<file path="src/rtl/lm32_dtlb_walker_if.sv">
// Signal bundle between the DTLB page-table walker, the pipeline/DTLB and the PTE read port.
// master = walker side, slave = environment (pipeline, DTLB, memory port).
interface lm32_dtlb_walker_if;
  logic        enable;
  logic        miss_i;
  logic [31:0] miss_address;
  logic        miss_store;
  logic [31:0] ptbr;
  logic        abort;
  logic        pte_req;
  logic [31:0] pte_addr;
  logic        pte_ack;
  logic        pte_err;
  logic [31:0] pte_data;
  logic        update;
  logic [31:0] update_vaddr;
  logic [31:0] update_paddr;
  logic        fault;
  logic [1:0]  fault_cause;
  logic [31:0] fault_address;
  logic        busy;

  modport master (
    input  enable, miss_i, miss_address, miss_store, ptbr, abort,
    input  pte_ack, pte_err, pte_data,
    output pte_req, pte_addr, update, update_vaddr, update_paddr,
    output fault, fault_cause, fault_address, busy
  );

  modport slave (
    output enable, miss_i, miss_address, miss_store, ptbr, abort,
    output pte_ack, pte_err, pte_data,
    input  pte_req, pte_addr, update, update_vaddr, update_paddr,
    input  fault, fault_cause, fault_address, busy
  );
endinterface

</file>
<file path="src/rtl/lm32_dtlb_walker.sv">
// Two-level hardware page-table walker feeding the DTLB refill path.
// One walk at a time; result is either a one-cycle update strobe or a one-cycle fault strobe.
module lm32_dtlb_walker #(
  parameter int unsigned timeout = 32'd255
) (
  input  logic               clk_i,
  input  logic               rst_i,
  lm32_dtlb_walker_if.master bus
);

  typedef enum logic [2:0] {
    S_IDLE  = 3'd0,
    S_L1    = 3'd1,
    S_L2    = 3'd2,
    S_DONE  = 3'd3,
    S_FAULT = 3'd4,
    S_DRAIN = 3'd5
  } state_t;

  state_t      r_state;
  state_t      w_state_nx;
  logic [31:0] r_va;
  logic        r_store;
  logic        r_pte_req;
  logic [31:0] r_pte_addr;
  logic [31:0] r_cnt;
  logic        r_busy;
  logic [31:0] r_update_vaddr;
  logic [31:0] r_update_paddr;
  logic [1:0]  r_fault_cause;
  logic [31:0] r_fault_address;
  logic [1:0]  w_cause_nx;
  logic        w_tmo;
  logic        w_req_nx;
  logic        w_unused;

  assign w_unused = ^{bus.ptbr[11:0], bus.pte_data[11:2]};

  // Next-state selection, fault cause for a FAULT entry, and timeout detection.
  always_comb begin
    w_state_nx = r_state;
    w_cause_nx = r_fault_cause;
    w_tmo      = 1'b0;
    if ((timeout != 32'd0) && r_pte_req && !bus.pte_ack && (r_cnt == (timeout - 32'd1))) begin
      w_tmo = 1'b1;
    end else begin
      w_tmo = 1'b0;
    end
    case (r_state)
      S_IDLE: begin
        if (bus.enable && bus.miss_i) begin
          w_state_nx = S_L1;
        end else begin
          w_state_nx = S_IDLE;
        end
      end
      S_L1, S_L2: begin
        // An abort racing an ack needs no drain; otherwise the outstanding read must complete.
        if (bus.abort) begin
          if (bus.pte_ack) begin
            w_state_nx = S_IDLE;
          end else begin
            w_state_nx = S_DRAIN;
          end
        end else if (bus.pte_ack) begin
          if (bus.pte_err) begin
            w_state_nx = S_FAULT;
            w_cause_nx = 2'b11;
          end else if (!bus.pte_data[0]) begin
            w_state_nx = S_FAULT;
            w_cause_nx = 2'b01;
          end else if ((r_state == S_L2) && r_store && !bus.pte_data[1]) begin
            w_state_nx = S_FAULT;
            w_cause_nx = 2'b10;
          end else if (r_state == S_L1) begin
            w_state_nx = S_L2;
          end else begin
            w_state_nx = S_DONE;
          end
        end else if (w_tmo) begin
          w_state_nx = S_FAULT;
          w_cause_nx = 2'b11;
        end else begin
          w_state_nx = r_state;
        end
      end
      S_DONE, S_FAULT: begin
        w_state_nx = S_IDLE;
      end
      S_DRAIN: begin
        if (bus.pte_ack || w_tmo) begin
          w_state_nx = S_IDLE;
        end else begin
          w_state_nx = S_DRAIN;
        end
      end
      default: begin
        w_state_nx = S_IDLE;
      end
    endcase
  end

  assign w_req_nx = (w_state_nx == S_L1) || (w_state_nx == S_L2) || (w_state_nx == S_DRAIN);

  // State register plus all registered walk context and outputs.
  always_ff @(posedge clk_i) begin
    if (rst_i) begin
      r_state         <= S_IDLE;
      r_va            <= 32'd0;
      r_store         <= 1'b0;
      r_pte_req       <= 1'b0;
      r_pte_addr      <= 32'd0;
      r_cnt           <= 32'd0;
      r_busy          <= 1'b0;
      r_update_vaddr  <= 32'd0;
      r_update_paddr  <= 32'd0;
      r_fault_cause   <= 2'b00;
      r_fault_address <= 32'd0;
    end else begin
      r_state   <= w_state_nx;
      r_pte_req <= w_req_nx;
      r_busy    <= (w_state_nx != S_IDLE);
      // Each new request phase (L1, L2, drain) gets a fresh timeout budget.
      if ((w_state_nx != r_state) && w_req_nx) begin
        r_cnt <= 32'd0;
      end else if (r_pte_req && !bus.pte_ack) begin
        r_cnt <= r_cnt + 32'd1;
      end else begin
        r_cnt <= r_cnt;
      end
      if ((r_state == S_IDLE) && (w_state_nx == S_L1)) begin
        r_va       <= bus.miss_address;
        r_store    <= bus.miss_store;
        r_pte_addr <= {bus.ptbr[31:12], bus.miss_address[31:22], 2'b00};
      end else if ((r_state == S_L1) && (w_state_nx == S_L2)) begin
        r_pte_addr <= {bus.pte_data[31:12], r_va[21:12], 2'b00};
      end else begin
        r_pte_addr <= r_pte_addr;
      end
      if ((r_state == S_L2) && (w_state_nx == S_DONE)) begin
        r_update_vaddr <= {r_va[31:12], 12'h000};
        r_update_paddr <= {bus.pte_data[31:12], 12'h000};
      end else begin
        r_update_vaddr <= r_update_vaddr;
        r_update_paddr <= r_update_paddr;
      end
      if ((w_state_nx == S_FAULT) && (r_state != S_FAULT)) begin
        r_fault_cause   <= w_cause_nx;
        r_fault_address <= r_va;
      end else begin
        r_fault_cause   <= r_fault_cause;
        r_fault_address <= r_fault_address;
      end
    end
  end

  // Strobes are gated by abort and reset within the same cycle they would fire.
  assign bus.update        = (r_state == S_DONE) && !bus.abort && !rst_i;
  assign bus.fault         = (r_state == S_FAULT) && !bus.abort && !rst_i;
  assign bus.pte_req       = r_pte_req;
  assign bus.pte_addr      = r_pte_addr;
  assign bus.update_vaddr  = r_update_vaddr;
  assign bus.update_paddr  = r_update_paddr;
  assign bus.fault_cause   = r_fault_cause;
  assign bus.fault_address = r_fault_address;
  assign bus.busy          = r_busy;

endmodule

</file>
<file path="src/flat_wrapper.sv">
// flat-port wrapper written by rule: the top's interface ports become plain ports
module lm32_dtlb_walker_flat 
#(
  parameter int unsigned timeout = 32'd255
)
  (clk_i, rst_i, bus_enable, bus_miss_i, bus_miss_address, bus_miss_store, bus_ptbr, bus_abort, bus_pte_ack, bus_pte_err, bus_pte_data, bus_pte_req, bus_pte_addr, bus_update, bus_update_vaddr, bus_update_paddr, bus_fault, bus_fault_cause, bus_fault_address, bus_busy);
  lm32_dtlb_walker_if bus_i ();
  input  logic clk_i;
  input  logic rst_i;
  input wire logic [$bits(bus_i.enable)-1:0] bus_enable;
  input wire logic [$bits(bus_i.miss_i)-1:0] bus_miss_i;
  input wire logic [$bits(bus_i.miss_address)-1:0] bus_miss_address;
  input wire logic [$bits(bus_i.miss_store)-1:0] bus_miss_store;
  input wire logic [$bits(bus_i.ptbr)-1:0] bus_ptbr;
  input wire logic [$bits(bus_i.abort)-1:0] bus_abort;
  input wire logic [$bits(bus_i.pte_ack)-1:0] bus_pte_ack;
  input wire logic [$bits(bus_i.pte_err)-1:0] bus_pte_err;
  input wire logic [$bits(bus_i.pte_data)-1:0] bus_pte_data;
  output wire logic [$bits(bus_i.pte_req)-1:0] bus_pte_req;
  output wire logic [$bits(bus_i.pte_addr)-1:0] bus_pte_addr;
  output wire logic [$bits(bus_i.update)-1:0] bus_update;
  output wire logic [$bits(bus_i.update_vaddr)-1:0] bus_update_vaddr;
  output wire logic [$bits(bus_i.update_paddr)-1:0] bus_update_paddr;
  output wire logic [$bits(bus_i.fault)-1:0] bus_fault;
  output wire logic [$bits(bus_i.fault_cause)-1:0] bus_fault_cause;
  output wire logic [$bits(bus_i.fault_address)-1:0] bus_fault_address;
  output wire logic [$bits(bus_i.busy)-1:0] bus_busy;
  assign bus_i.enable = bus_enable;
  assign bus_i.miss_i = bus_miss_i;
  assign bus_i.miss_address = bus_miss_address;
  assign bus_i.miss_store = bus_miss_store;
  assign bus_i.ptbr = bus_ptbr;
  assign bus_i.abort = bus_abort;
  assign bus_i.pte_ack = bus_pte_ack;
  assign bus_i.pte_err = bus_pte_err;
  assign bus_i.pte_data = bus_pte_data;
  assign bus_pte_req = bus_i.pte_req;
  assign bus_pte_addr = bus_i.pte_addr;
  assign bus_update = bus_i.update;
  assign bus_update_vaddr = bus_i.update_vaddr;
  assign bus_update_paddr = bus_i.update_paddr;
  assign bus_fault = bus_i.fault;
  assign bus_fault_cause = bus_i.fault_cause;
  assign bus_fault_address = bus_i.fault_address;
  assign bus_busy = bus_i.busy;
  lm32_dtlb_walker #(.timeout(timeout)) u_core (.clk_i(clk_i), .rst_i(rst_i), .bus(bus_i));
endmodule
</file>
<file path="config.mk">
export PLATFORM = sky130hd
export DESIGN_NAME = lm32_dtlb_walker_flat
export DESIGN_NICKNAME = d
export VERILOG_FILES = /design/src/rtl/lm32_dtlb_walker_if.sv /design/src/rtl/lm32_dtlb_walker.sv /design/src/flat_wrapper.sv
export SDC_FILE = /design/constraint.sdc
export NUM_CORES = 1
export LEC_CHECK = 0
export BUFFER_PORTS_ARGS = -buffer_cell sky130_fd_sc_hd__buf_2
export CELL_PAD_IN_SITES_DETAIL_PLACEMENT = 1
export CELL_PAD_IN_SITES_GLOBAL_PLACEMENT = 2
export CORE_ASPECT_RATIO = 1.5
export CORE_MARGIN = 2
export CORE_UTILIZATION = 28
export DETAILED_ROUTE_END_ITERATION = 6
export GPL_ROUTABILITY_DRIVEN = 0
export PLACE_DENSITY_LB_ADDON = 0.1
export SLEW_MARGIN = 20
export SYNTH_ARGS = -nofsm -noshare
export SYNTH_HDL_FRONTEND = slang
export SYNTH_SLANG_ARGS = --single-unit
export TNS_END_PERCENT = 5
</file>
<file path="constraint.sdc">
create_clock -name clk_i -period 2.5 [get_ports clk_i]
set_input_delay 0.5 -clock clk_i [delete_from_list [all_inputs] [get_ports clk_i]]
set_output_delay 0.5 -clock clk_i [all_outputs]
set_load 0.005 [all_outputs]
</file>
## After elaboration in Yosys (flattened, before gate mapping)

Cells that the tools add are included.

- Input bits: 104
- Flip-flop bits (word level): 174
- Word-level logic and storage cells: 74
- Output and inout port bits: 134

- Add/sub/neg operators: 1
- Muxes and demuxes: 19
- Bitwise operators: 1
- Equal/unequal tests: 14
- Reductions and logical operators: 28

Operators with widths:

| kind | number |
|---|---|
| 2-to-1 mux 32 bit | 2 |
| adder 32 x 1 -> 32 bit, second input constant | 1 |
| == test 32 x 8 -> 1 bit, second input constant | 1 |
| 2-to-1 mux 3 bit | 8 |
| logical AND 1 bit | 14 |
| == test 3 x 2 -> 1 bit, second input constant | 4 |
| == test 3 bit, second input constant | 4 |
| 2-to-1 mux 2 bit | 5 |
| case mux 3 bit (3 select lines) | 1 |
| == test 3 x 1 -> 1 bit, second input constant | 2 |
| AND reduction 5 bit | 1 |
| zero test 1 bit | 4 |
| inequality test 4 x 3 -> 1 bit, second input constant | 1 |
| nonzero test 2 bit | 2 |
| OR reduction 2 bit | 2 |
| zero test 3 bit | 1 |
| logical OR 1 bit | 3 |
| 2-to-1 mux 1 bit | 3 |
| inequality test 3 bit | 1 |
| inequality test 3 bit, second input constant | 1 |
| nonzero test 3 bit | 1 |
| inverter 1 bit | 1 |

## Depth between registers and ports, before layout

Gate-level depths: netlist (run 1).

- Depth after elaboration: 14
- Mapped depth: 11
- Mapped depth without buffers: 9

## Worst setup path before layout (run 1)

No wires, ideal clock.

- Kind: input port to flip-flop
- Start: input bus_pte_ack
- End: register u_core.r_cnt[10]
- Arrival time: 2.136 ns
- Setup slack: 0.249 ns
- Required time: 2.385 ns
- Stages on the path: 8
- Setup time: 0.115 ns
- Path buffers: 1
- Cell sequence: and4b_1 > nand2_1 > nor3_4 > a211o_2 > mux2_4 > a32oi_4 > buf_6 > nor2_1

- Cells in the longest elaborated chain, start to end: 13
- Elaborated cells between the ends (all ways): 19
- Classes of those cells: 4 x eq/ne; 7 x mux; 8 x reduce/logical

Ends and longest elaborated chain:

| item | RTL line | text |
|---|---|---|
| start: declaration | flat_wrapper.sv:16 | `input wire logic [$bits(bus_i.pte_ack)-1:0] bus_pte_ack;` |
| zero test 1 bit | lm32_dtlb_walker.sv:44, lm32_dtlb_walker.sv:126 |  |
| logical AND 1 bit | lm32_dtlb_walker.sv:44, lm32_dtlb_walker.sv:126 |  |
| logical AND 1 bit | lm32_dtlb_walker.sv:44 | `if ((timeout != 32'd0) && r_pte_req && !bus.pte_ack && (r_cnt == (timeout - 32'd1))) begin` |
| 2-to-1 mux 1 bit | lm32_dtlb_walker.sv:44 |  |
| 2-to-1 mux 3 bit | lm32_dtlb_walker.sv:80 | `end else if (w_tmo) begin` |
| 2-to-1 mux 3 bit | lm32_dtlb_walker.sv:65 | `end else if (bus.pte_ack) begin` |
| 2-to-1 mux 3 bit | lm32_dtlb_walker.sv:59 | `if (bus.abort) begin` |
| case mux 3 bit (3 select lines) | lm32_dtlb_walker.sv:49 | `case (r_state)` |
| == test 3 x 1 -> 1 bit / == test 3 x 2 -> 1 bit (equally long branches) | lm32_dtlb_walker.sv:103 | `assign w_req_nx = (w_state_nx == S_L1) \|\| (w_state_nx == S_L2) \|\| (w_state_nx == S_DRAIN);` |
| logical OR 1 bit (2 in a row) | lm32_dtlb_walker.sv:103 |  |
| logical AND 1 bit | lm32_dtlb_walker.sv:124 | `if ((w_state_nx != r_state) && w_req_nx) begin` |
| OR reduction 2 bit (no source line) | n/a |  |
| end signal: assignment | lm32_dtlb_walker.sv:127 | `r_cnt <= r_cnt + 32'd1;` |
| end signal: assignment | lm32_dtlb_walker.sv:129 | `r_cnt <= r_cnt;` |
| end: declaration | lm32_dtlb_walker.sv:26 | `logic [31:0] r_cnt;` |

Parallel ways exist; a longest one is shown, timed or not.
A chain may end at the register's enable or synchronous reset.

## Final worst setup path (run 1)

- Start: register u_core.r_cnt[0]
- End: register u_core.r_fault_address[17], in the netlist u_core.bus.fault_address[17]

- Cells in the longest elaborated chain, start to end: 9
- Elaborated cells between the ends (all ways): 11
- Classes of those cells: 2 x eq/ne; 6 x mux; 3 x reduce/logical

Ends and longest elaborated chain:

| item | RTL line | text |
|---|---|---|
| == test 32 x 8 -> 1 bit * | lm32_dtlb_walker.sv:44 |  |
| logical AND 1 bit * | lm32_dtlb_walker.sv:44 |  |
| 2-to-1 mux 1 bit * | lm32_dtlb_walker.sv:44 |  |
| 2-to-1 mux 3 bit | lm32_dtlb_walker.sv:80 |  |
| 2-to-1 mux 3 bit | lm32_dtlb_walker.sv:65 |  |
| 2-to-1 mux 3 bit | lm32_dtlb_walker.sv:59 |  |
| case mux 3 bit (3 select lines) * | lm32_dtlb_walker.sv:49 |  |
| == test 3 bit * | lm32_dtlb_walker.sv:147 | `if ((w_state_nx == S_FAULT) && (r_state != S_FAULT)) begin` |
| logical AND 1 bit * | lm32_dtlb_walker.sv:147 |  |
| end signal: assignment | lm32_dtlb_walker.sv:149 | `r_fault_address <= r_va;` |
| end signal: assignment | lm32_dtlb_walker.sv:152 | `r_fault_address <= r_fault_address;` |
| end: declaration | lm32_dtlb_walker.sv:31 | `logic [31:0] r_fault_address;` |

Mark *: on every way between the ends. The rest lies on a longest branch, timed or not.

==> impl_results.md, run 1 <==
- Outcome: completed
- Sequential Power Share: 0.471
- Crit-path slowest cell: dfxtp_2
- TNS Setup: 0 ps
- First-pass GRT wire length: 36.9 mm
- Post-synth cell types: 48
- Synthesized area: about 7000 sq um
- CP endpoint kind: flop
- Net Switching: 1.49 mW
- Sequential area share after synthesis: 0.497
- Clk slew on worst S/H paths: 70 ps
- Placed inst area: 8420 sq um
- Reg2reg path depth: 15
- First drt pass iteration count: 4
- Peak supply drop: ~0.00047 V
- H-tree depth: 4
- Setup violations, final: 0
- DP Worst Slack: -89.3 ps
- Clock buffer depth: 2
- Later-pin clock latency in the skew report: 440 ps
- Hold Slack: 290 ps
- Layout cells sized above 1: 0.283
- Cell area after layout: between 9000 and 10000 sq um
- Worst EP arrival: about 2800 ps
- Largest net degree at the start of global routing: 77
- Routed Antenna Nets: 0
- Layout Skew: 11.2 ps
- Met2 routed WL: 13.1 mm
- Grt total ovfl: 0
- Hpwl dp: 16.5 mm
- Initial antenna violation count: 2
- WL met3: approximately 1.1 mm
- Total of max-cap violations: 0
- Port buffer count: 189
- Fillers: 2997
- Post-synthesis register bit count: 174
- RR Startpoint: u_core.r_cnt[0]
- Async SR Flop Fraction: 0
- Average footprint of a synthesized cell: slightly above 8 sq um
- CTS Buf Count: 17
- CP Launch Type: flop
- Root buf cell: clkbuf_16
- Switching fraction of total power: 0.243
- WL final: 24.1 mm
- Hold Fails Final Rpt: 0
- Total core area: approximately 25000 sq um
- Tcrit/Tclk final: 0.956
- Ys Warns: 0
- Post-synth EDFFs: 0
- Min-delay src: bus_miss_address[4]
- Max-slew violation count: 0
- Critical path origin: u_core.r_cnt[0]
- Mapped Cells: 865
- Num rows: 70
- Post-layout util: 0.379
- Pwr Total: 6.14 mW
- Leakage: 3.78 nW
- Drc violations: 0
- Final Non-Filler Cells: 1406
- RSZ-0062 raised after global routing: yes
- Critical path cell sequence: inv_2, ha_4, nor4b_4, buf_4, nand4_1, nor3_4, buf_6, buf_4, o31ai_4, buf_4, nor2_4, buf_12, clkbuf_16, nand2_1, a21oi_1
- Clock share of power: 0.446
- Pint: 4.65 mW
- Via count: 6455
- Fmax: roughly 0.42 GHz
- Cell area power density: 660 nW/um^2
- Critical path type: reg -> reg
- Worst-path fanout max: 12
- CP dominant cell by count: buf_4
- WP data required: 2870 ps
- Final net count: 1175
- Worst Tran Pin Value: roughly 850 ps
- Initial Util: 0.286
- R2r setup slk: 110 ps
- Layout area overhead: 32.8%
- Max Used Layer: met5
- Die X: 133 microns
- Dpl cells: 1365
- GRT Util Overall: 0.183
- Clock sinks: 174
- Final worst slack: 111 ps
- DR vias/cell: 4.59
- CP peak stage delay: around 320 ps
- Gate power share: 0.083
- Worst hold path type: in -> reg
- Number of global-route vias before repair: between 6000 and 7000
- Per-cell routed wire length: 17.1 microns
- Die area: approximately 26000 sq um
- I/O Pins: 238
- Relative slew slack: 0.432
- Hold Path Depth: 3
- Chip Height: 198 microns
- CTS tree: done
- M1 WL: 9.69 mm
- Initial DRC count: about 230
- Fin crit period: 2390 ps
- Top_reg_cell synth: dfxtp_1
-- synthesized netlist by cell type, drive strengths merged (2+ instances only) --
library cell	count	share of area
ha	2	0.0036
nor4	4	0.0036
and2	2	0.0018
buf	44	0.047
nor3	9	0.0080
and4	3	0.0038
a21oi	121	0.086
o21ai	3	0.0027
clkbuf	36	0.019
nand3	12	0.0086
nand2	264	0.14
and3	5	0.0045
nand2b	2	0.0018
dfxtp	174	0.50
xnor2	11	0.014
nor2b	5	0.0045
nand4	9	0.0080
xor2	20	0.025
inv	6	0.0032
a311oi	13	0.016
a211oi	20	0.024
nor4b	3	0.0046
nor2	78	0.042
o221ai	3	0.0038
-- power by group through the flow --
stage               clock network, mW  logic, mW  registers, mW
finish                           2.74      0.510           2.89
global route                     2.94      0.568           2.90
CTS                              2.83      0.499           2.89
detailed placement                  0      0.475           2.96
global placement                    0      0.474           2.95
floorplan                           0      0.268           2.95
-- logic make-up (layout without fill, tap and decap cells) --
| group | after synthesis | after routing | share of synthesized area |
|---|---|---|---|
| simple gates | 403 | 403 | 0.241 |
| flops | 174 | 174 | 0.497 |
| compound gates | 167 | 167 | 0.148 |
| buf+inv | 86 | 277 | 0.0691 |
| xor+xnor | 31 | 31 | 0.0388 |
| fa+ha+maj | 2 | 2 | 0.00357 |
| other cells | 1 | 27 | 0.000535 |
| mux | 1 | 1 | 0.00214 |
-- per-layer routing --
metal  up-vias  GRT usage
li1       3229          -
met1      3093      0.206
met2       108      0.341
met3        23     0.0481
met4         2     0.0457
met5         -          0
-- worst paths after layout --
check | end
setup / recovery | u_core.bus.fault_address[17]
setup reg to reg | u_core.bus.fault_address[17]
hold reg to reg | u_core.bus.fault_address[0]
hold / removal | u_core.r_va[4]
-- sequential cells by signal, indices dropped and copies added (netlist names) --
name / flops
u_core.bus.pte_addr: 30
u_core.bus.update_paddr: 20
u_core.bus.fault_address: 32
u_core.bus.pte_req: 1
u_core.r_va: 32
u_core.r_cnt: 32
u_core.bus.fault_cause: 2
u_core.bus.busy: 1
u_core.r_state: 3
u_core.r_store: 1
u_core.bus.update_vaddr: 20
-- cells in the final DEF, fill, tap and decap left out, types with 3 or more instances in the layout --
master / instances
nand2_1: 260
and3_1: 5
nor2_1: 77
buf_4: 36
xnor2_1: 11
nor3_1: 8
clkinv_2: 4
a211oi_2: 7
nand3_1: 12
a211oi_1: 13
a21oi_1: 121
conb_1: 26
a311oi_1: 8
buf_2: 188
nor2b_1: 5
nand2_2: 3
inv_1: 5
buf_12: 9
dfxtp_2: 3
o221ai_1: 3
a311oi_2: 5
dfxtp_1: 171
clkbuf_16: 19
bufinv_16: 3
nand4_1: 9
xor2_1: 20
nor4_1: 3
-- layout make-up --
cell class / instances / area (sq um) / area share
clock buffer: 20 / 447 / 0.0480
inverter: 6 / 22.5 / 0.00242
tap: 324 / 405 / 0.0436
clock inverter: 11 / 143 / 0.0153
sequential: 174 / 3490 / 0.375
timing repair buffer: 240 / 1530 / 0.165
multi-input combinational: 630 / 3260 / 0.351
antenna: 1 / 2.50 / 0.000269
-- worst max-delay path, delay by kind of cell (launching register included) --
kind	cells	cell delay [ps]
AOI/OAI and AO/OA	2	180
and+or+nand+nor	5	730
buffers and inverters	7	930
DFF	1	320
adders and majority gates	1	130
-- what timing repair did --
item / in CTS / in global routing
hold buffers: 0 / 0
endpoints found under the setup margin: 62 / 97
gates cloned: 2 / 2
setup buffers: 4 / 2
gates resized for setup: 11 / 19
pin swaps: 32 / 11
(Power assumes the default switching activity.)
==> inputs of run 2 (changes only) <==
Settings changed: ABC_AREA set to 1, CORE_UTILIZATION 28 to 27, RECOVER_POWER set to 50.
==> run 2 against run 1 <==
Clock power decreased by 1%. Core utilization decreased by 3.4 points. Final area decreased by 4.4%. Total power decreased by 0.43%. Wire length increased by 2.9%. Sequential share of layout area increased by 1.7 points. Critical path type unchanged.
==> impl_results.md, run 2 <==
- Drc violations: 0
- Most common cell in the netlist: nor2_1
- Hpwl dp: 18.0 mm
- Xor/xnor share of the synthesized area: 0.0386
- Number of global-route vias before repair: about 6900
- WP data required: 2860 ps
- Num rows: about 70
- Largest family of logic cells by synthesized area: simple AND/OR/NAND/NOR gates
- Outcome: completed
- Cell area power density: 687 nW/um^2
- Via count: 6575
- Gate power share: 0.083
- Sequential area share after synthesis: 0.495
- Post-synth EDFFs: 0
- Hold Fails Final Rpt: 0
- I/O Pins: between 200 and 250
- CP peak stage delay: 510 ps
- Commonest non-fill, non-tap cell in the layout: nor2_1
- Layout area overhead: 26.3%
- Fin crit period: 2290 ps
- Initial Util: 0.273
- DP Worst Slack: 69.4 ps
- Routed Antenna Nets: 0
- RSZ-0062 raised after global routing: no
- Peak supply drop: roughly 0.00046 V
- Net Switching: 1.57 mW
- Final net count: between 1000 and 1500
- Sequential Power Share: 0.476
- Mapped Cells: 919
- First drt pass iteration count: 4
- Async SR Flop Fraction: 0
- Layout cells sized above 1: 0.178
- Tcrit/Tclk final: 0.917
- Chip Height: 202 microns
- Worst hold path type: in -> reg
- Clk slew on worst S/H paths: 70 ps
- Port buffer count: 189
- Adder-Cell Fraction of Synth Area: 0.00355
- Post-Synth Simple-Gate Area: 0.223
- Clock buffer depth: 2
- Largest net degree at the start of global routing: 57
- Layout Skew: 9.24 ps
- Per-cell routed wire length: 17.0 microns
- Critical path cell sequence: inv_1, nand4_1, buf_12, inv_1, clkbuf_2, nand2_1, a31oi_1
- Commonest cells after routing, fill and taps aside: nor2_1 (189), dfxtp_1 (173), nand2_1 (125)
- Compound-gate portion of the synthesized area: 0.148
- Mux contribution to synthesized area: 0
- Pint: around 4.5 mW
- Worst EP arrival: 2650 ps
- Worst-path fanout max: 52
- Post-synth top area cell: dfxtp_1
- Top_reg_cell synth: dfxtp_1
- Switching fraction of total power: 0.257
- Root buf cell: clkbuf_16
- CTS Buf Count: 17
- Leakage: around 3.6 nW
- Final worst slack: just over 200 ps
- First-pass GRT wire length: 38.7 mm
- GRT Util Overall: 0.186
- Setup violations, final: 0
- Post-synthesis register bit count: approximately 170
- H-tree depth: 4
- Later-pin clock latency in the skew report: 430 ps
- DR vias/cell: roughly 4.5
- Clock sinks: between 150 and 200
- CP dominant cell by count: inv_1
- Relative slew slack: 0.578
- WL final: between 20 and 25 mm
- Total core area: 25800 sq um
- Synth area leaders: dfxtp_1 (49%), nor2_1 (10%), nand2_1 (6.8%), o21ai_0 (6.3%), a21oi_1 (3.7%)
- Cell area after layout: slightly below 9000 sq um
- Critical path type: reg -> reg
- Post-synth top cells: nor2_1 (191), dfxtp_1 (174), nand2_1 (127), o21ai_0 (88), inv_1 (53)
- Average footprint of a synthesized cell: 7.66 sq um
- Clock share of power: 0.442
- Synthesized area: 7040 sq um
- Placed inst area: 8380 sq um
- Ys Warns: 0
- Initial antenna violation count: 5
- Fmax: 0.436 GHz
- Initial DRC count: between 200 and 250
- Grt total ovfl: 0
- Post-synth cell types: 34
- CP endpoint kind: flop
- Die X: 136 microns
- Total of max-cap violations: 0
- CP Launch Type: flop
- Crit-path slowest cell: clkbuf_2
- TNS Setup: 0 ps
- CTS tree: done
- Post-synth top area share: 0.495
- Max-slew violation count: 0
- Worst Tran Pin Value: 633 ps
- Die area: 27400 sq um
## run 2: layout make-up
| type | count | area, sq um |
|---|---|---|
| sequential | 174 | 3480 |
| timing repair buffer | 218 | 1160 |
| multi-input combinational | 637 | 3030 |
| fill | 3301 | 16900 |
| clock buffer | 17 | 425 |
| clock inverter | 15 | 163 |
| inverter | 58 | 218 |
| tap | 333 | 417 |
| antenna | 2 | 5.00 |
## run 2: kinds of logic after synthesis
kind of cell	Yosys count
and+or+nand+nor	381
AOI/OAI and AO/OA	197
xor gates and xnor gates	31
adders and majority gates	2
other	1
buffers and inverters	133
DFF	174
## run 2: routing by layer
metal  GRT usage  vias up  wire (microns)
met2       0.339      123           13300
met5           0        -              30
met1       0.206     3099            9830
met3      0.0434       36             964
met4      0.0759        4             652
li1            -     3313               -
## run 2: timing repair
| item | 4_1_cts | 5_1_grt |
|---|---|---|
| buffers inserted | 0 | 0 |
| gates resized for setup | 0 | 6 |
| hold buffers | 0 | 0 |
| setup endpoints to repair | 0 | 73 |
## run 2: worst max-delay path: cells and delay by family, from the launching register on
kind	cells	cell delay, ps
buffers and inverters	4	1090
flip-flops	1	400
AO/OA/AOI/OAI	1	240
AND/OR/NAND/NOR	2	460
## run 2: through the flow
stage          utilization  power [mW]  hold WS (ps)  std cells
4_1_cts              0.348        6.24           286       1451
3_5_place_dp         0.325        3.49           444       1419
5_1_grt              0.345        6.41           293       1454
2_1_floorplan            -        3.26           430        944
3_3_place_gp         0.325        3.49           440       1419
6_report             0.345        6.12           311       1454
## run 2: power groups by stage
stage | Clock, mW | Combinational, mW | Sequential, mW
finish | 2.70 | 0.507 | 2.91
global route | 2.92 | 0.575 | 2.92
CTS | 2.80 | 0.524 | 2.91
detailed placement | 0 | 0.523 | 2.97
global placement | 0 | 0.519 | 2.97
floorplan | 0 | 0.291 | 2.97
## run 2: path summary, 6_finish.rpt
kind / from / to / slack [ps] / cells past startpoint
setup / recovery: u_core.r_state[1] / u_core.bus.pte_addr[5] / 210 / 7
hold / removal: bus_miss_address[12] / u_core.r_va[12] / 310 / 3
setup reg to reg: u_core.r_state[1] / u_core.bus.pte_addr[5] / 210 / 7
hold reg to reg: u_core.r_va[4] / u_core.bus.fault_address[4] / 450 / 2
==> inputs of run 3 (changes only) <==
Settings changed: RECOVER_POWER 50 to 100.
==> run 3 against run 2 <==
Worst hold slack is essentially flat. Die area is the same. Global-route usage is the same. Core utilization shrank 0.18 points. Final cell count is the same. Clock-buffer cell count is the same. Setup slack gained 13 ps. Non-clock buffer count is the same. Clock power is essentially flat. Critical path type unchanged. Largest cell class unchanged. Largest power group unchanged.
==> impl_results.md, run 3 (synthesis gave the netlist of run 2 again) <==
- Commonest cells after routing, fill and taps aside: nor2_1 (189), dfxtp_1 (173), nand2_1 (125)
- Initial Util: 0.273
- Relative slew slack: 0.578
- Die X: 136 microns
- Port buffer count: approximately 190
- Critical path origin: u_core.r_state[0]
- R2r setup slk: 220 ps
- Fillers: between 3000 and 4000
- Later-pin clock latency in the skew report: 430 ps
- First-pass GRT wire length: 38.7 mm
- Drc violations: 0
- Hold EP: u_core.r_va[12]
- RSZ-0062 raised after global routing: no
- GRT Util Overall: 0.186
- Leakage: approximately 3.6 nW
- Largest net degree at the start of global routing: 57
- Fin crit period: 2280 ps
- Max-slew violation count: 0
- Critical path cell sequence: nor2_1, nand4_1, buf_12, inv_1, clkbuf_2, nand2_1, a31oi_1
- Per-cell routed wire length: 17.0 microns
- CP delay by family, top: buffers and inverters
- FF-to-FF End: u_core.bus.pte_addr[5]
- Number of global-route vias before repair: 6867
- H-tree depth: 4
- Cell area after layout: 8850 sq um
- Pwr Total: 6.10 mW
- Root buf cell: clkbuf_16
- Tcrit/Tclk final: 0.912
- WP buf/inv: 3
- Net Switching: 1.57 mW
- Clk slew on worst S/H paths: 70 ps
- Hold Fails Final Rpt: 0
- Critical path type: reg -> reg
- Worst Tran Pin Value: 633 ps
- Layout area overhead: 25.7%
- TNS Setup: 0 ps
- Cell area power density: 690 nW/um^2
- Via count: 6572
- DR vias/cell: 4.52
- Outcome: completed
- Worst hold path type: in -> reg
- Placed inst area: approximately 8400 sq um
- Switching fraction of total power: 0.257
- Crit-path slowest cell: clkbuf_2
- Clock share of power: 0.442
- Final net count: 1212
- Worst EP arrival: approximately 2600 ps
- Sequential Power Share: 0.476
- Grt total ovfl: 0
- Gate power share: 0.081
- CP Launch Type: flop
- CTS tree: done
- Clock sinks: 174
- First drt pass iteration count: 4
- # Post-CTS Setup Buffers: 0
- Hpwl dp: 18.0 mm
- Setup violations, final: 0
- I/O Pins: 238
- Reg2reg path depth: 7
- CP endpoint kind: flop
- Area of the multi-input gates: about 3000 sq um
- WL final: 24.8 mm
- Num rows: around 70
- Total core area: 25800 sq um
- Peak supply drop: 0.000453 V
- Clock buffer depth: 2
- Fmax: 0.439 GHz
- RR Startpoint: u_core.r_state[0]
- Worst-path fanout max: 52
- Commonest non-fill, non-tap cell in the layout: nor2_1
- Chip Height: 202 microns
- Layout Skew: 9.25 ps
- CTS Buf Count: 17
- Sequential cell area: 3480 sq um
- Die area: between 20000 and 30000 sq um
- CP peak stage delay: roughly 510 ps
- Layout cells sized above 1: 0.174
- Initial DRC count: ~230
- Pint: 4.53 mW
- Hold Path Depth: 3
- Initial antenna violation count: 5
- Total of max-cap violations: 0
- WP data required: 2860 ps
- Routed Antenna Nets: 0
- Min-delay src: bus_miss_address[12]
==> run 3: worst max-delay path by stage <==
stage          slack [ps]  cells after the start                          end
5_1_grt               0.8                     18             u_core.r_cnt[30]
4_1_cts               180                     13  u_core.bus.update_paddr[17]
2_1_floorplan         580                     17              u_core.r_cnt[1]
3_3_place_gp          100                     16  u_core.bus.update_paddr[19]
3_5_place_dp           70                     15  u_core.bus.update_paddr[21]
6_report              220                      7       u_core.bus.pte_addr[5]
==> run 3: what timing repair did <==
action,4_1_cts,5_1_grt
resized for setup,0,6
setup endpoints to repair,0,73
hold buffers,0,0
==> run 3: area by class of cell <==
type | instances | share of cell area
Antenna cell | 2 | 0.000565
Clock buffer | 17 | 0.0481
Clock inverter | 15 | 0.0184
Inverter | 58 | 0.0246
Multi-Input combinational cell | 637 | 0.341
Sequential cell | 174 | 0.394
Tap cell | 333 | 0.0471
Timing Repair Buffer | 218 | 0.127
==> run 3: stage by stage <==
stage               hold WS [ps]  setup WS, ps   util  cells
global placement             440           102  0.325   1419
detailed placement           444          69.4  0.325   1419
CTS                          286           175  0.348   1451
floorplan                    430           581      -    944
finish                       311           220  0.344   1454
global route                 293         0.778  0.344   1454
==> run 3: layer usage <==
metal  vias to the layer above  GRT usage  routed length [microns]  part of all wire
met5                         -          0                       30            0.0012
met4                         4     0.0759                      652             0.026
li1                       3312          -                        -                 -
met2                       127      0.339                    13300              0.54
met1                      3093      0.206                     9820              0.40
met3                        36     0.0434                      974             0.039
==> run 3: power groups by stage <==
stage | Sequential (mW) | Combinational [mW] | Clock (mW)
3_3_place_gp | 2.97 | 0.519 | 0
4_1_cts | 2.91 | 0.524 | 2.80
3_5_place_dp | 2.97 | 0.523 | 0
5_1_grt | 2.92 | 0.565 | 2.92
2_1_floorplan | 2.97 | 0.291 | 0
6_report | 2.91 | 0.497 | 2.70
==> run 3: worst reg2reg max path, stage by stage (launching register included) <==
cell and delay (ps):
dfxtp_1 310, nor2_1 270, nand4_1 230, buf_12 270
inv_1 120, clkbuf_2 510, nand2_1 250, a31oi_1 240
